===== src/rtl/gmrr_addr_gen_if.sv =====
// AXI-Stream address channel between gmrr_addr_gen and the coefficient RAM read side.
// Carries the integer address, the fractional phase sideband and the handshake.
interface gmrr_addr_gen_if #(
  parameter int AWIDTH = 10,
  parameter int FWIDTH = 16
);
  logic [AWIDTH-1:0] o_tdata;
  logic [FWIDTH-1:0] o_frac;
  logic              o_tlast;
  logic              o_tvalid;
  logic              o_tready;

  modport master (
    output o_tdata, o_frac, o_tlast, o_tvalid,
    input  o_tready
  );

  modport slave (
    input  o_tdata, o_frac, o_tlast, o_tvalid,
    output o_tready
  );
endinterface


===== src/rtl/gmrr_addr_gen.sv =====
// Phase-accumulator address generator: emits cfg_len RAM addresses per go as an AXI-Stream burst.
// Optional feature macro GMRR_ADDR_GEN_FRAC_EN: truncated address plus fractional sideband
// (default build rounds the address to nearest and ties o_frac to zero).
module gmrr_addr_gen #(
  parameter int AWIDTH = 10,
  parameter int FWIDTH = 16,
  parameter int LWIDTH = 16
) (
  input  logic                     clk,
  input  logic                     reset_n,
  input  logic                     clear,
  input  logic [AWIDTH+FWIDTH-1:0] cfg_start,
  input  logic [AWIDTH+FWIDTH-1:0] cfg_step,
  input  logic [LWIDTH-1:0]        cfg_len,
  input  logic                     go,
  output logic                     busy,
  gmrr_addr_gen_if.master          o_axis
);

  localparam int PW = AWIDTH + FWIDTH;

  typedef enum logic {IDLE, RUN} state_t;

  state_t            r_state, w_state_nxt;
  logic [PW-1:0]     r_acc, r_step, w_acc_nxt;
  logic [LWIDTH-1:0] r_cnt;
  logic [AWIDTH-1:0] r_tdata, w_addr_nxt;
  logic              w_rst, w_run, w_last, w_beat, w_go_ok, w_load;

  assign w_rst   = !reset_n || clear;
  assign w_run   = (r_state == RUN);
  assign w_last  = (r_cnt == LWIDTH'(1));
  assign w_beat  = w_run && o_axis.o_tready;
  assign w_go_ok = go && (cfg_len != '0);
  // A go is taken from IDLE, or on the completing last beat so bursts chain without a gap.
  assign w_load  = w_go_ok && (!w_run || (w_beat && w_last));

  // NOTE: sequential state uses non-blocking assignments so every flop samples pre-edge values.
  always_ff @(posedge clk) begin
    if (w_rst) r_state <= IDLE;
    else       r_state <= w_state_nxt;
  end

  // NOTE: every always_comb output gets a default first so no path leaves it unassigned (no latch).
  always_comb begin
    w_state_nxt = r_state;
    case (r_state)
      IDLE: if (w_go_ok) w_state_nxt = RUN;
      RUN:  if (w_beat && w_last) w_state_nxt = w_go_ok ? RUN : IDLE;
      default: w_state_nxt = IDLE;
    endcase
  end

  always_comb begin
    busy            = 1'b0;
    o_axis.o_tvalid = 1'b0;
    o_axis.o_tlast  = 1'b0;
    if (r_state == RUN) begin
      busy            = 1'b1;
      o_axis.o_tvalid = 1'b1;
      o_axis.o_tlast  = w_last;
    end
  end

  // Accumulator holds the phase of the beat currently presented; it moves only on load or beat.
  always_comb begin
    w_acc_nxt = r_acc;
    if (w_load)      w_acc_nxt = cfg_start;
    else if (w_beat) w_acc_nxt = r_acc + r_step;
  end

`ifdef GMRR_ADDR_GEN_FRAC_EN
  logic [FWIDTH-1:0] r_frac;

  assign w_addr_nxt   = w_acc_nxt[PW-1:FWIDTH];
  assign o_axis.o_frac = r_frac;

  always_ff @(posedge clk) begin
    if (w_rst)                r_frac <= '0;
    else if (w_load || w_beat) r_frac <= w_acc_nxt[FWIDTH-1:0];
  end
`else
  localparam logic [PW-1:0] HALF = PW'(1) << (FWIDTH - 1);

  // Round to nearest; the phase-width add wraps, so the top bits wrap modulo 2^AWIDTH.
  assign w_addr_nxt    = AWIDTH'((w_acc_nxt + HALF) >> FWIDTH);
  assign o_axis.o_frac = '0;
`endif

  always_ff @(posedge clk) begin
    if (w_rst) begin
      r_acc   <= '0;
      r_step  <= '0;
      r_cnt   <= '0;
      r_tdata <= '0;
    end else begin
      if (w_load) begin
        r_step <= cfg_step;
        r_cnt  <= cfg_len;
      end else if (w_beat) begin
        r_cnt  <= r_cnt - LWIDTH'(1);
      end
      if (w_load || w_beat) begin
        r_acc   <= w_acc_nxt;
        r_tdata <= w_addr_nxt;
      end
    end
  end

  assign o_axis.o_tdata = r_tdata;

endmodule


===== src/flat_wrapper.sv =====
// flat-port wrapper written by rule: the top's interface ports become plain ports
module gmrr_addr_gen_flat 
#(
  parameter int AWIDTH = 10,
  parameter int FWIDTH = 16,
  parameter int LWIDTH = 16
)
  (clk, reset_n, clear, cfg_start, cfg_step, cfg_len, go, busy, o_axis_o_tdata, o_axis_o_frac, o_axis_o_tlast, o_axis_o_tvalid, o_axis_o_tready);
  gmrr_addr_gen_if #(.AWIDTH(AWIDTH), .FWIDTH(FWIDTH)) o_axis_i ();
  input  logic clk;
  input  logic reset_n;
  input  logic clear;
  input  logic [AWIDTH+FWIDTH-1:0] cfg_start;
  input  logic [AWIDTH+FWIDTH-1:0] cfg_step;
  input  logic [LWIDTH-1:0] cfg_len;
  input  logic go;
  output logic busy;
  output wire logic [$bits(o_axis_i.o_tdata)-1:0] o_axis_o_tdata;
  output wire logic [$bits(o_axis_i.o_frac)-1:0] o_axis_o_frac;
  output wire logic [$bits(o_axis_i.o_tlast)-1:0] o_axis_o_tlast;
  output wire logic [$bits(o_axis_i.o_tvalid)-1:0] o_axis_o_tvalid;
  input wire logic [$bits(o_axis_i.o_tready)-1:0] o_axis_o_tready;
  assign o_axis_o_tdata = o_axis_i.o_tdata;
  assign o_axis_o_frac = o_axis_i.o_frac;
  assign o_axis_o_tlast = o_axis_i.o_tlast;
  assign o_axis_o_tvalid = o_axis_i.o_tvalid;
  assign o_axis_i.o_tready = o_axis_o_tready;
  gmrr_addr_gen #(.AWIDTH(AWIDTH), .FWIDTH(FWIDTH), .LWIDTH(LWIDTH)) u_core (.clk(clk), .reset_n(reset_n), .clear(clear), .cfg_start(cfg_start), .cfg_step(cfg_step), .cfg_len(cfg_len), .go(go), .busy(busy), .o_axis(o_axis_i));
endmodule

===== config.mk =====
export PLATFORM = sky130hd
export DESIGN_NAME = gmrr_addr_gen_flat
export DESIGN_NICKNAME = d
export VERILOG_FILES = /design/src/rtl/gmrr_addr_gen_if.sv /design/src/rtl/gmrr_addr_gen.sv /design/src/flat_wrapper.sv
export SDC_FILE = /design/constraint.sdc
export NUM_CORES = 1
export LEC_CHECK = 0
export CAP_MARGIN = 25
export CORE_AREA = 2 2 133 122
export CTS_CLUSTER_DIAMETER = 200
export DETAILED_ROUTE_END_ITERATION = 8
export DIE_AREA = 0 0 135 124
export PLACE_DENSITY_LB_ADDON = 0.15
export SLEW_MARGIN = 10
export SYNTH_ARGS = -nofsm -noshare
export SYNTH_HDL_FRONTEND = slang
export SYNTH_SLANG_ARGS = --single-unit

===== constraint.sdc =====
create_clock -name clk -period 7.3 [get_ports clk]
set_input_delay 1.46 -clock clk [delete_from_list [all_inputs] [get_ports clk]]
set_output_delay 1.46 -clock clk [all_outputs]
set_load 0.005 [all_outputs]

==> metrics.csv <==
metric,value,unit
Final Cycle Share,62.5,%
"EDFF count, synth",0,
Netlist cell types,74,
ys async rst share,0,%
most frequent cells in the layout,"nand2_1, clkdlybuf4s50_1, dfxtp_1",
Root Driver,clkbuf_16,
Util after Layout,41.7,%
DRT Pass-1 Iters,4,
DRC Markers,0,
total CTS buffers,9,
IO Pins,102,
Worst Path Required,7.57,ns
Hold Fails Final Rpt,0,
Core Footprint,15300,um^2
WL/cell,16.2,um
pin count of the biggest net entering global routing,94,
Clock Skews,0.0103,ns
leading area contributor after synthesis,dfxtp_1,
gpl congestion,0.886,
CTS tree,yes,
fraction of layout cells with a size suffix above 1,6.39,%
synthesis-to-layout area growth,23.8,%
gr ovfl total,0,
htree depth,3,
CTS sink cnt,79,
final worst setup slack,2.74,ns
Synth area leaders,"dfxtp_1, nand2_1, a21oi_1",
number of cells upsized or downsized after cts,0,
MaxCap Viol Count,0,
Final setup viols,0,
clock latency on the worst-skew pair,0.35,ns
status,completed,
Critical Path AT,4.83,ns
pre-CTS setup slack,2.35,ns
Filler cells,1580,
synthesis-stage register bit count,79,
"commonest non-fill, non-tap cell in the layout",nand2_1,
Synthesis Warnings,0,
hpwl dp,11200,um
Slew @ Worst Pin,0.956,ns
total wire length,15200,um
first-pass GRT wire length,24800,um
Yosys top cell area share,30.7,%
worst-path maximum fanout,93,
vias in the first global route,4766,
Die ar.,16700,um^2
"Reg clk slew, reported paths",0.07,ns
Post-DRT Antenna Nets,0,
worst vdd ir,0.106,mV
max-slew violations,0,
Die Span Y,124,um
post-CTS setup buffers,0,
Starting Density,33.7,%
Worst Hold Class,reg -> reg,
Slew HR,36.3,%
Total Nets Final,832,
DR iter-0 viols,355,
Max Buffers Root-to-Sink,2,
Ant. Diodes,0,
Startpoint Class,primary input,
sequential share of the synthesized area,30.7,%
Mapped Area,5150,um^2
initial antenna violation count,0,
most common flop cell mapped by yosys,dfxtp_1,
Setup TNS,0,ns
LEAKAGE,0.00241,uW
P per Cell Area,176,nW/um^2
total track usage,18.9,%
nature of the critical path endpoint,flip-flop,
RSZ-0062 raised after global routing,no,
min Tclk post-route,4.56,ns
CP Class,in -> reg,
hold_buf cts,0,
syn avg cell area,7.73,um^2
via count,4941,
Gate Count Post-Synth,666,
die span in x,135,um
Via density,5.27,
Site Rows,43,
max frequency,219,MHz
Port Buffers,85,
[cell type report]
| cell class | instances | area [um^2] | area share [%] |
|---|---|---|---|
| clock buffer | 9 | 225 | 3.53 |
| clock inverter | 7 | 80.1 | 1.26 |
| inverter | 11 | 41.3 | 0.648 |
| multi-input combinational | 538 | 3290 | 51.7 |
| sequential | 79 | 1580 | 24.8 |
| tap | 202 | 253 | 3.97 |
| timing repair buffer | 91 | 896 | 14.1 |
[power breakdown]
part / internal (uW) / switching (uW) / leakage (uW)
sequential: 449 / 13.3 / 0.000645
combinational: 88.5 / 103 / 0.00162
clock: 268 / 199 / 0.000143
total: 806 / 314 / 0.00241
[flip-flops by register name, indices dropped and copies added (netlist names)]
| register | flops |
|---|---|
| u_core.r_acc | 26 |
| u_core.r_cnt | 16 |
| u_core.o_axis.o_tdata | 10 |
| u_core.r_state | 1 |
| u_core.r_step | 26 |
[cell families after synthesis]
family,count (synthesis),synth area share (%)
muxes,3,0.608
AOI/OAI and AO/OA,206,25.7
DFF,79,30.7
adders and majority gates,29,7.20
xor gates and xnor gates,34,5.79
and+or+nand+nor,250,23.4
other,1,0.0729
buffers and inverters,64,6.49
[per-stage QoR]
stage	hold slack [ns]	instances	total power [uW]	instance area [um^2]
2_1_floorplan	0.434	681	588	5200
3_3_place_gp	0.444	921	661	6070
3_5_place_dp	0.448	921	662	6070
4_1_cts	0.455	937	1140	6370
5_1_grt	0.471	937	1170	6370
6_report	0.457	937	1120	6370
[per-layer routing]
layer	part of all wire, %	GRT usage, %	vias up
met5	0	0	-
met4	1.3	5.86	0
met3	5.2	4.11	13
met2	44	29.3	120
met1	50	26.1	2323
li1	-	-	2485
[cell usage after synthesis (all sizes together), types with 3 or more instances]
library cell and instances:
nand2 102, dfxtp 79, a21oi 76, nor2 63, o21ai 38, a211oi 29, clkbuf 28, ha 28
buf 24, xnor2 22, nor3 14, xor2 12, a21o 11, inv 11, nand3 11, nor4 10
or3 10, and2 7, o211ai 7, a311oi 6, and3 5, nand2b 5, a31o 4, nor3b 4
o21a 4, o22ai 4, a31oi 3, and4 3, nand4 3, nor2b 3, o31ai 3
[critical path, stage by stage]
cell             delay, ns
clkdlybuf4s50_1       0.42
nor4_1                0.35
nand4_1               0.17
and2_1                0.23
nand2b_4              0.68
o2111ai_1             0.22
nor3b_2               0.27
a2111oi_2             0.41
nand3_1               0.15
xnor2_1               0.15
a211oi_1              0.23
[path summary, 6_finish.rpt]
kind	end	from	depth (start not counted)	slack, ns
setup / recovery	u_core.o_axis.o_tdata[8]	cfg_len[9]	11	2.74
hold / removal	u_core.r_acc[4]	u_core.r_acc[4]	2	0.46
setup reg to reg	u_core.o_axis.o_tdata[6]	u_core.r_cnt[0]	10	3.32
hold reg to reg	u_core.r_acc[4]	u_core.r_acc[4]	2	0.46
No activity file was read; power rests on OpenSTA's default activity.
